File: src/rtl/voice_allocator.sv
// voice_allocator: maps note-on/note-off commands onto NUM_VOICES envelope/tone voices.
// Latency: a command accepted in cycle N is decided in N+1; gate/voice_note/pulses show at N+2.
// Backpressure: cmd_ready is low during the decide cycle, so at most one command every 2 cycles.
// Optional feature macro VOICE_STEAL_EN: when all voices are busy, steal the oldest instead of dropping.
module voice_allocator #(
  parameter int NUM_VOICES = 4,
  parameter int NOTE_BITS  = 7,
  parameter int GATE_GAP   = 2
) (
  input  logic                            clk,
  input  logic                            rst,
  input  logic                            cmd_valid,
  output logic                            cmd_ready,
  input  logic                            cmd_on,
  input  logic [NOTE_BITS-1:0]            cmd_note,
  input  logic [NUM_VOICES*8-1:0]         voice_amp,
  output logic [NUM_VOICES-1:0]           gate,
  output logic [NUM_VOICES*NOTE_BITS-1:0] voice_note,
  output logic                            cmd_dropped,
  output logic                            voice_stolen
);

  localparam int         IW  = $clog2(NUM_VOICES);
  localparam logic [3:0] GAP = 4'(GATE_GAP);

  typedef enum logic [1:0] {
    V_FREE      = 2'd0,
    V_ACTIVE    = 2'd1,
    V_RETRIG    = 2'd2,
    V_RELEASING = 2'd3
  } vstate_e;

  typedef enum logic {
    CMD_IDLE   = 1'b0,
    CMD_DECIDE = 1'b1
  } cmd_state_e;

  cmd_state_e           cst_q, cst_d;
  logic                 ready_q, ready_d;
  logic                 on_q, on_d;
  logic [NOTE_BITS-1:0] cnote_q, cnote_d;
  logic                 dropped_q, dropped_d;
  logic [NUM_VOICES-1:0] gate_q, gate_d;

  vstate_e              vst_q  [NUM_VOICES];
  vstate_e              vst_d  [NUM_VOICES];
  logic [3:0]           gap_q  [NUM_VOICES];
  logic [3:0]           gap_d  [NUM_VOICES];
  logic [3:0]           age_q  [NUM_VOICES];
  logic [3:0]           age_d  [NUM_VOICES];
  logic [NOTE_BITS-1:0] note_q [NUM_VOICES];
  logic [NOTE_BITS-1:0] note_d [NUM_VOICES];

  // candidate voices for each note-on rule, taken from start-of-cycle state
  logic          hit_vld, free_vld, rel_vld;
  logic [IW-1:0] hit_idx, free_idx, rel_idx;
  logic [3:0]    rel_age;

  // chosen allocation for this decide cycle
  logic          alloc_en, alloc_setnote, alloc_retrig;
  logic [IW-1:0] alloc_idx;

`ifdef VOICE_STEAL_EN
  logic          stolen_q, stolen_d;
  logic          busy_vld;
  logic [IW-1:0] busy_idx;
  logic [3:0]    busy_age;

  // oldest ACTIVE/RETRIG voice; strict compare keeps the lowest index on ties
  always_comb begin
    busy_vld = 1'b0;
    busy_idx = '0;
    busy_age = '0;
    for (int i = 0; i < NUM_VOICES; i++) begin
      if ((vst_q[i] == V_ACTIVE || vst_q[i] == V_RETRIG) &&
          (!busy_vld || age_q[i] > busy_age)) begin
        busy_vld = 1'b1;
        busy_idx = IW'(i);
        busy_age = age_q[i];
      end
    end
  end

  assign voice_stolen = stolen_q;
`else
  assign voice_stolen = 1'b0;
`endif

  // rule 1/2/3 candidates: matching busy voice, first free voice, oldest releasing voice
  always_comb begin
    hit_vld  = 1'b0;
    hit_idx  = '0;
    free_vld = 1'b0;
    free_idx = '0;
    rel_vld  = 1'b0;
    rel_idx  = '0;
    rel_age  = '0;
    // descending scan so the lowest index is the last one written
    for (int i = NUM_VOICES - 1; i >= 0; i--) begin
      if (vst_q[i] != V_FREE && note_q[i] == cnote_q) begin
        hit_vld = 1'b1;
        hit_idx = IW'(i);
      end
      if (vst_q[i] == V_FREE) begin
        free_vld = 1'b1;
        free_idx = IW'(i);
      end
    end
    for (int i = 0; i < NUM_VOICES; i++) begin
      if (vst_q[i] == V_RELEASING && (!rel_vld || age_q[i] > rel_age)) begin
        rel_vld = 1'b1;
        rel_idx = IW'(i);
        rel_age = age_q[i];
      end
    end
  end

  // next state: per-voice autonomous moves first, then the command decision overrides
  always_comb begin
    cst_d         = cst_q;
    on_d          = on_q;
    cnote_d       = cnote_q;
    dropped_d     = 1'b0;
    alloc_en      = 1'b0;
    alloc_idx     = '0;
    alloc_setnote = 1'b0;
    alloc_retrig  = 1'b0;
`ifdef VOICE_STEAL_EN
    stolen_d      = 1'b0;
`endif
    for (int i = 0; i < NUM_VOICES; i++) begin
      vst_d[i]  = vst_q[i];
      gap_d[i]  = gap_q[i];
      age_d[i]  = age_q[i];
      note_d[i] = note_q[i];
      case (vst_q[i])
        V_RETRIG: begin
          if (gap_q[i] <= 4'd1) vst_d[i] = V_ACTIVE;
          else                  gap_d[i] = gap_q[i] - 4'd1;
        end
        V_RELEASING: begin
          if (voice_amp[8*i +: 8] == 8'd0) vst_d[i] = V_FREE;
        end
        default: ;
      endcase
    end

    case (cst_q)
      CMD_IDLE: begin
        if (cmd_valid && ready_q) begin
          cst_d   = CMD_DECIDE;
          on_d    = cmd_on;
          cnote_d = cmd_note;
        end
      end
      CMD_DECIDE: begin
        cst_d = CMD_IDLE;
        if (on_q) begin
          if (hit_vld) begin
            alloc_en     = 1'b1;
            alloc_idx    = hit_idx;
            alloc_retrig = 1'b1;
          end else if (free_vld) begin
            alloc_en      = 1'b1;
            alloc_idx     = free_idx;
            alloc_setnote = 1'b1;
          end else if (rel_vld) begin
            alloc_en      = 1'b1;
            alloc_idx     = rel_idx;
            alloc_setnote = 1'b1;
            alloc_retrig  = 1'b1;
          end else begin
`ifdef VOICE_STEAL_EN
            alloc_en      = busy_vld;
            alloc_idx     = busy_idx;
            alloc_setnote = 1'b1;
            alloc_retrig  = 1'b1;
            stolen_d      = busy_vld;
`else
            dropped_d     = 1'b1;
`endif
          end
        end else begin
          for (int i = 0; i < NUM_VOICES; i++) begin
            if ((vst_q[i] == V_ACTIVE || vst_q[i] == V_RETRIG) && note_q[i] == cnote_q)
              vst_d[i] = V_RELEASING;
          end
        end
      end
      default: cst_d = CMD_IDLE;
    endcase

    if (alloc_en) begin
      for (int i = 0; i < NUM_VOICES; i++) begin
        if (alloc_idx == IW'(i)) begin
          age_d[i] = 4'd0;
          gap_d[i] = GAP;
          vst_d[i] = alloc_retrig ? V_RETRIG : V_ACTIVE;
          if (alloc_setnote) note_d[i] = cnote_q;
        end else if (vst_q[i] != V_FREE && age_q[i] != 4'd15) begin
          age_d[i] = age_q[i] + 4'd1;
        end
      end
    end

    ready_d = (cst_d == CMD_IDLE);
    for (int i = 0; i < NUM_VOICES; i++) gate_d[i] = (vst_d[i] == V_ACTIVE);
  end

  // all state registers, cleared by synchronous reset
  always_ff @(posedge clk) begin
    if (rst) begin
      cst_q     <= CMD_IDLE;
      ready_q   <= 1'b0;
      on_q      <= 1'b0;
      cnote_q   <= '0;
      dropped_q <= 1'b0;
      gate_q    <= '0;
`ifdef VOICE_STEAL_EN
      stolen_q  <= 1'b0;
`endif
      for (int i = 0; i < NUM_VOICES; i++) begin
        vst_q[i]  <= V_FREE;
        gap_q[i]  <= '0;
        age_q[i]  <= '0;
        note_q[i] <= '0;
      end
    end else begin
      cst_q     <= cst_d;
      ready_q   <= ready_d;
      on_q      <= on_d;
      cnote_q   <= cnote_d;
      dropped_q <= dropped_d;
      gate_q    <= gate_d;
`ifdef VOICE_STEAL_EN
      stolen_q  <= stolen_d;
`endif
      for (int i = 0; i < NUM_VOICES; i++) begin
        vst_q[i]  <= vst_d[i];
        gap_q[i]  <= gap_d[i];
        age_q[i]  <= age_d[i];
        note_q[i] <= note_d[i];
      end
    end
  end

  // flatten per-voice notes onto the output bus
  always_comb begin
    voice_note = '0;
    for (int i = 0; i < NUM_VOICES; i++) voice_note[NOTE_BITS*i +: NOTE_BITS] = note_q[i];
  end

  assign cmd_ready   = ready_q;
  assign gate        = gate_q;
  assign cmd_dropped = dropped_q;

endmodule

File: config.mk
export PLATFORM = sky130hd
export DESIGN_NAME = voice_allocator
export DESIGN_NICKNAME = d
export VERILOG_FILES = /design/src/rtl/voice_allocator.sv
export SDC_FILE = /design/constraint.sdc
export NUM_CORES = 1
export LEC_CHECK = 0
export ABC_CLOCK_PERIOD_IN_PS = 5370
export CAP_MARGIN = 15
export CORE_MARGIN = 2
export CORE_UTILIZATION = 30
export CTS_BUF_LIST = sky130_fd_sc_hd__clkbuf_8
export CTS_CLUSTER_DIAMETER = 100
export DETAILED_ROUTE_END_ITERATION = 10
export PLACE_DENSITY = 0.61
export SLEW_MARGIN = 20
export SYNTH_ARGS = -nofsm -noshare
export SYNTH_HDL_FRONTEND = slang
export SYNTH_SLANG_ARGS = --single-unit
File: constraint.sdc
create_clock -name clk -period 5.37 [get_ports clk]
set_input_delay 1.074 -clock clk [delete_from_list [all_inputs] [get_ports clk]]
set_output_delay 1.074 -clock clk [all_outputs]
set_load 0.02 [all_outputs]
==> summary.txt <==
Detailed routing
  – DRC: 0
  – Router iterations before antenna repair: 4
  – WL/cell: 14.6 um
  – ANT nets after route: 0
  – Vias/cell: 4.93
  – Iteration-0 DRC Markers: 144
  – DR vias: 4253
  – Final wirelength: 12600 um

Synthesis
  – Total number of yosys warnings: 0
  – Synth Area per Inst: 8.82 sq um
  – Largest family of logic cells by synthesized area: simple AND/OR/NAND/NOR gates
  – Multiplexer share of the synthesized area: 7.18%
  – Synth Area in Adders: 9.01%
  – Cell area after synthesis: 0.00500 sq mm
  – Post-synth top cells: dfxtp_1, nor2_1, ha_1, a21oi_1, inv_1
  – XOR/XNOR share of the synthesized area: 6.13%
  – Top cells by area, synth: dfxtp_1, ha_1, mux2i_1
  – Post-synthesis register bit count: 83
  – Post-Synth Simple-Gate Area: 23.4%
  – Seq/Total Area, Yosys: 33.2%
  – Primary FF master, synth: dfxtp_1
  – Most numerous cell in the Yosys netlist: dfxtp_1
  – Area leader, netlist: dfxtp_1
  – Mapped Cells: 567
  – Synth async-reset ratio: 0%
  – Compound-gate portion of the synthesized area: 14.7%
  – Netlist cell types: 75
  – Post-synth EDFFs: 0
  – Yosys top cell area share: 33.2%
  – Synthesized net count: 646

Die
  – Row count: 47
  – Die Width: 133 um
  – Io pins: 78
  – Chip height: 133 um
  – Die Area: 0.0177 sq mm
  – Starting Density: 30.4%
  – Core ar.: 0.0165 sq mm

Finish
  – Layout Cells excl Fill: 862
  – Layout area overhead: 23.9%
  – Ant diodes: 0
  – Fraction of layout cells with a size suffix above 1: 11.1%
  – Final nets: 716

Worst setup path
  – Worst endpoint data arrival time: 5.27 ns
  – Critical Path Sink Type: register
  – CP Class: reg -> reg
  – CP required: 5.63 ns
  – Worst setup SP type: register
  – Crit path max fanout: 8

Global routing
  – Vias in the first global route: 4321
  – First-pass GRT wire length: 20900 um
  – Gr usage total: 14.6%
  – Antenna violations before repair: 0
  – Largest net degree at the start of global routing: 57
  – Global route overflow: 0

Timing
  – Fmax: 0.200 GHz
  – TNS Setup: 0 ns
  – Slew headroom: 39.1%
  – Fin crit share: 93.2%
  – Final setup viols: 0
  – Final-report hold violation count: 0
  – Setup Skew: 0.00942 ns
  – Minimum clock period: 5.01 ns
  – Final Max Slew Viols: 0
  – Worst-margin pin slew: 0.907 ns

Pwr
  – Max IR drop VDD: 0.153 mV
  – Final Total Pwr: 1.18 mW
  – Leakage power: 2.26 nW
  – PD cells: 190 mW/mm^2

Clock network
  – Clk sinks: 83
  – Cts bufs inserted: 9
  – Hold_buf cts: 0
  – TritonCTS clock tree: yes
  – H-tree depth: 3
  – Clock latency on the worst-skew pair: 0.39 ns
  – CTS root buffer: clkbuf_8
  – Clock buffer depth: 2
  – Clock slew at reported path FFs: 0.09 ns

Outcome
  – Status: finished, final reports clean

Place
  – Placed cell count: 843
  – Dpl hpwl: 9480 um
  – Number of buffers added on ports: 76
  – GPL Wtd Cong: 0.893

Run
  – Max cap viols: 0

Worst hold path
  – Hold WC Path Type: reg -> reg
==> placed cells by master, fill, tap and decap left out, drive strengths merged, types with 4 or more instances in the layout <==
cell type	count
clkdlybuf4s50	75
nor2	71
o31ai	4
or4	6
clkinv	4
nor4	17
nand4	4
inv	33
buf	12
mux2	7
nor3b	4
nand3	12
nand2b	14
nand2	26
a211oi	8
o21ai	27
nand4b	10
a21oi	33
nor3	19
xor2	14
ha	36
dfxtp	83
xnor2	21
a22o	10
clkbuf	9
and2	6
mux2i	28
nor2b	7
==> routing by layer <==
layer | part of all wire, % | routed length, um | track usage, % | up-vias
met2 | 48 | 6000 | 25.0 | 95
met4 | 1.8 | 231 | 4.37 | 0
met1 | 45 | 5680 | 18.1 | 2006
met3 | 5.3 | 673 | 3.88 | 14
met5 | 0 | 0 | 0 | -
li1 | - | - | - | 2138
==> area by class of cell <==
type | instances | area [sq um]
fillers | 1670 | 10300
multi-input cells | 425 | 3100
flip-flops and latches | 83 | 1670
repair buffers | 87 | 838
well taps | 220 | 275
clock buffers | 9 | 124
inverters | 31 | 116
clock inverters | 7 | 75.1
==> worst max-delay path, stage by stage (launching register included) <==
cell      delay, ns
dfxtp_4        0.38
ha_4           0.18
nand2_1        0.09
ha_1           0.32
nor2b_1        0.13
o21bai_1       0.13
a21oi_1        0.08
buf_4          0.16
nor2_1         0.12
a21oi_2        0.05
ha_1           0.30
nor2b_1        0.14
o211ai_1       0.15
a31o_2         0.23
mux2_2         0.35
ha_1           0.29
nor2b_2        0.13
o211ai_1       0.10
a21oi_2        0.16
nor2_1         0.08
a221o_2        0.43
or4b_4         0.64
mux2i_1        0.19
nor2_1         0.05
==> flip-flops by register name (all words and copies together), names as in the netlist <==
register     count
age_q           16
cst_q            1
on_q             1
gap_q           16
gate             4
note_q          28
cmd_dropped      1
cmd_ready        1
vst_q            8
cnote_q          7
==> power by group <==
group	leakage [nW]	internal, mW	total [mW]	switching, mW
Sequential	0.671	0.618	0.628	0.0104
Combinational	1.48	0.0465	0.0834	0.0369
Clock	0.104	0.218	0.465	0.247
Total	2.26	0.882	1.18	0.294
==> kinds of logic (layout without fill, tap and decap cells) <==
| logic type | after synthesis | count (layout) |
|---|---|---|
| AOI/OAI and AO/OA | 106 | 106 |
| xor gates and xnor gates | 35 | 35 |
| adders and majority gates | 36 | 36 |
| buffers and inverters | 59 | 134 |
| DFF | 83 | 83 |
| muxes | 35 | 35 |
| other | 1 | 1 |
| and+or+nand+nor | 212 | 212 |
==> final timing paths <==
| check | to | slack [ns] | cells after the start | start |
|---|---|---|---|---|
| worst min-delay path | gap_q[3][2] | 0.51 | 2 | gap_q[3][2] |
| worst max register to register | note_q[1][0] | 0.36 | 23 | vst_q[0][1] |
| worst min register to register | gap_q[3][2] | 0.51 | 2 | gap_q[3][2] |
| worst max-delay path | note_q[1][0] | 0.36 | 23 | vst_q[0][1] |
==> repair_timing <==
| action | CTS | global route |
|---|---|---|
| hold endpoints to repair | 0 | 0 |
| setup buffers | 0 | 3 |
| setup endpoints to repair | 9 | 61 |
| pin swaps | 0 | 5 |
| gates resized for setup | 3 | 16 |
==> through the flow <==
| stage | area, sq um | utilization (%) | setup WS (ns) | hold slack [ns] |
|---|---|---|---|---|
| after CTS | 6110 | 37.1 | 0.00229 | 0.504 |
| after global routing | 6200 | 37.6 | -0.0137 | 0.527 |
| after floorplan | 5000 | - | 0.316 | 0.452 |
| after detailed placement | 5890 | 35.8 | -0.0693 | 0.490 |
| after global placement | 5890 | 35.8 | 0.156 | 0.470 |
| final | 6200 | 37.6 | 0.363 | 0.505 |
No activity file was read; power rests on OpenSTA's default activity.
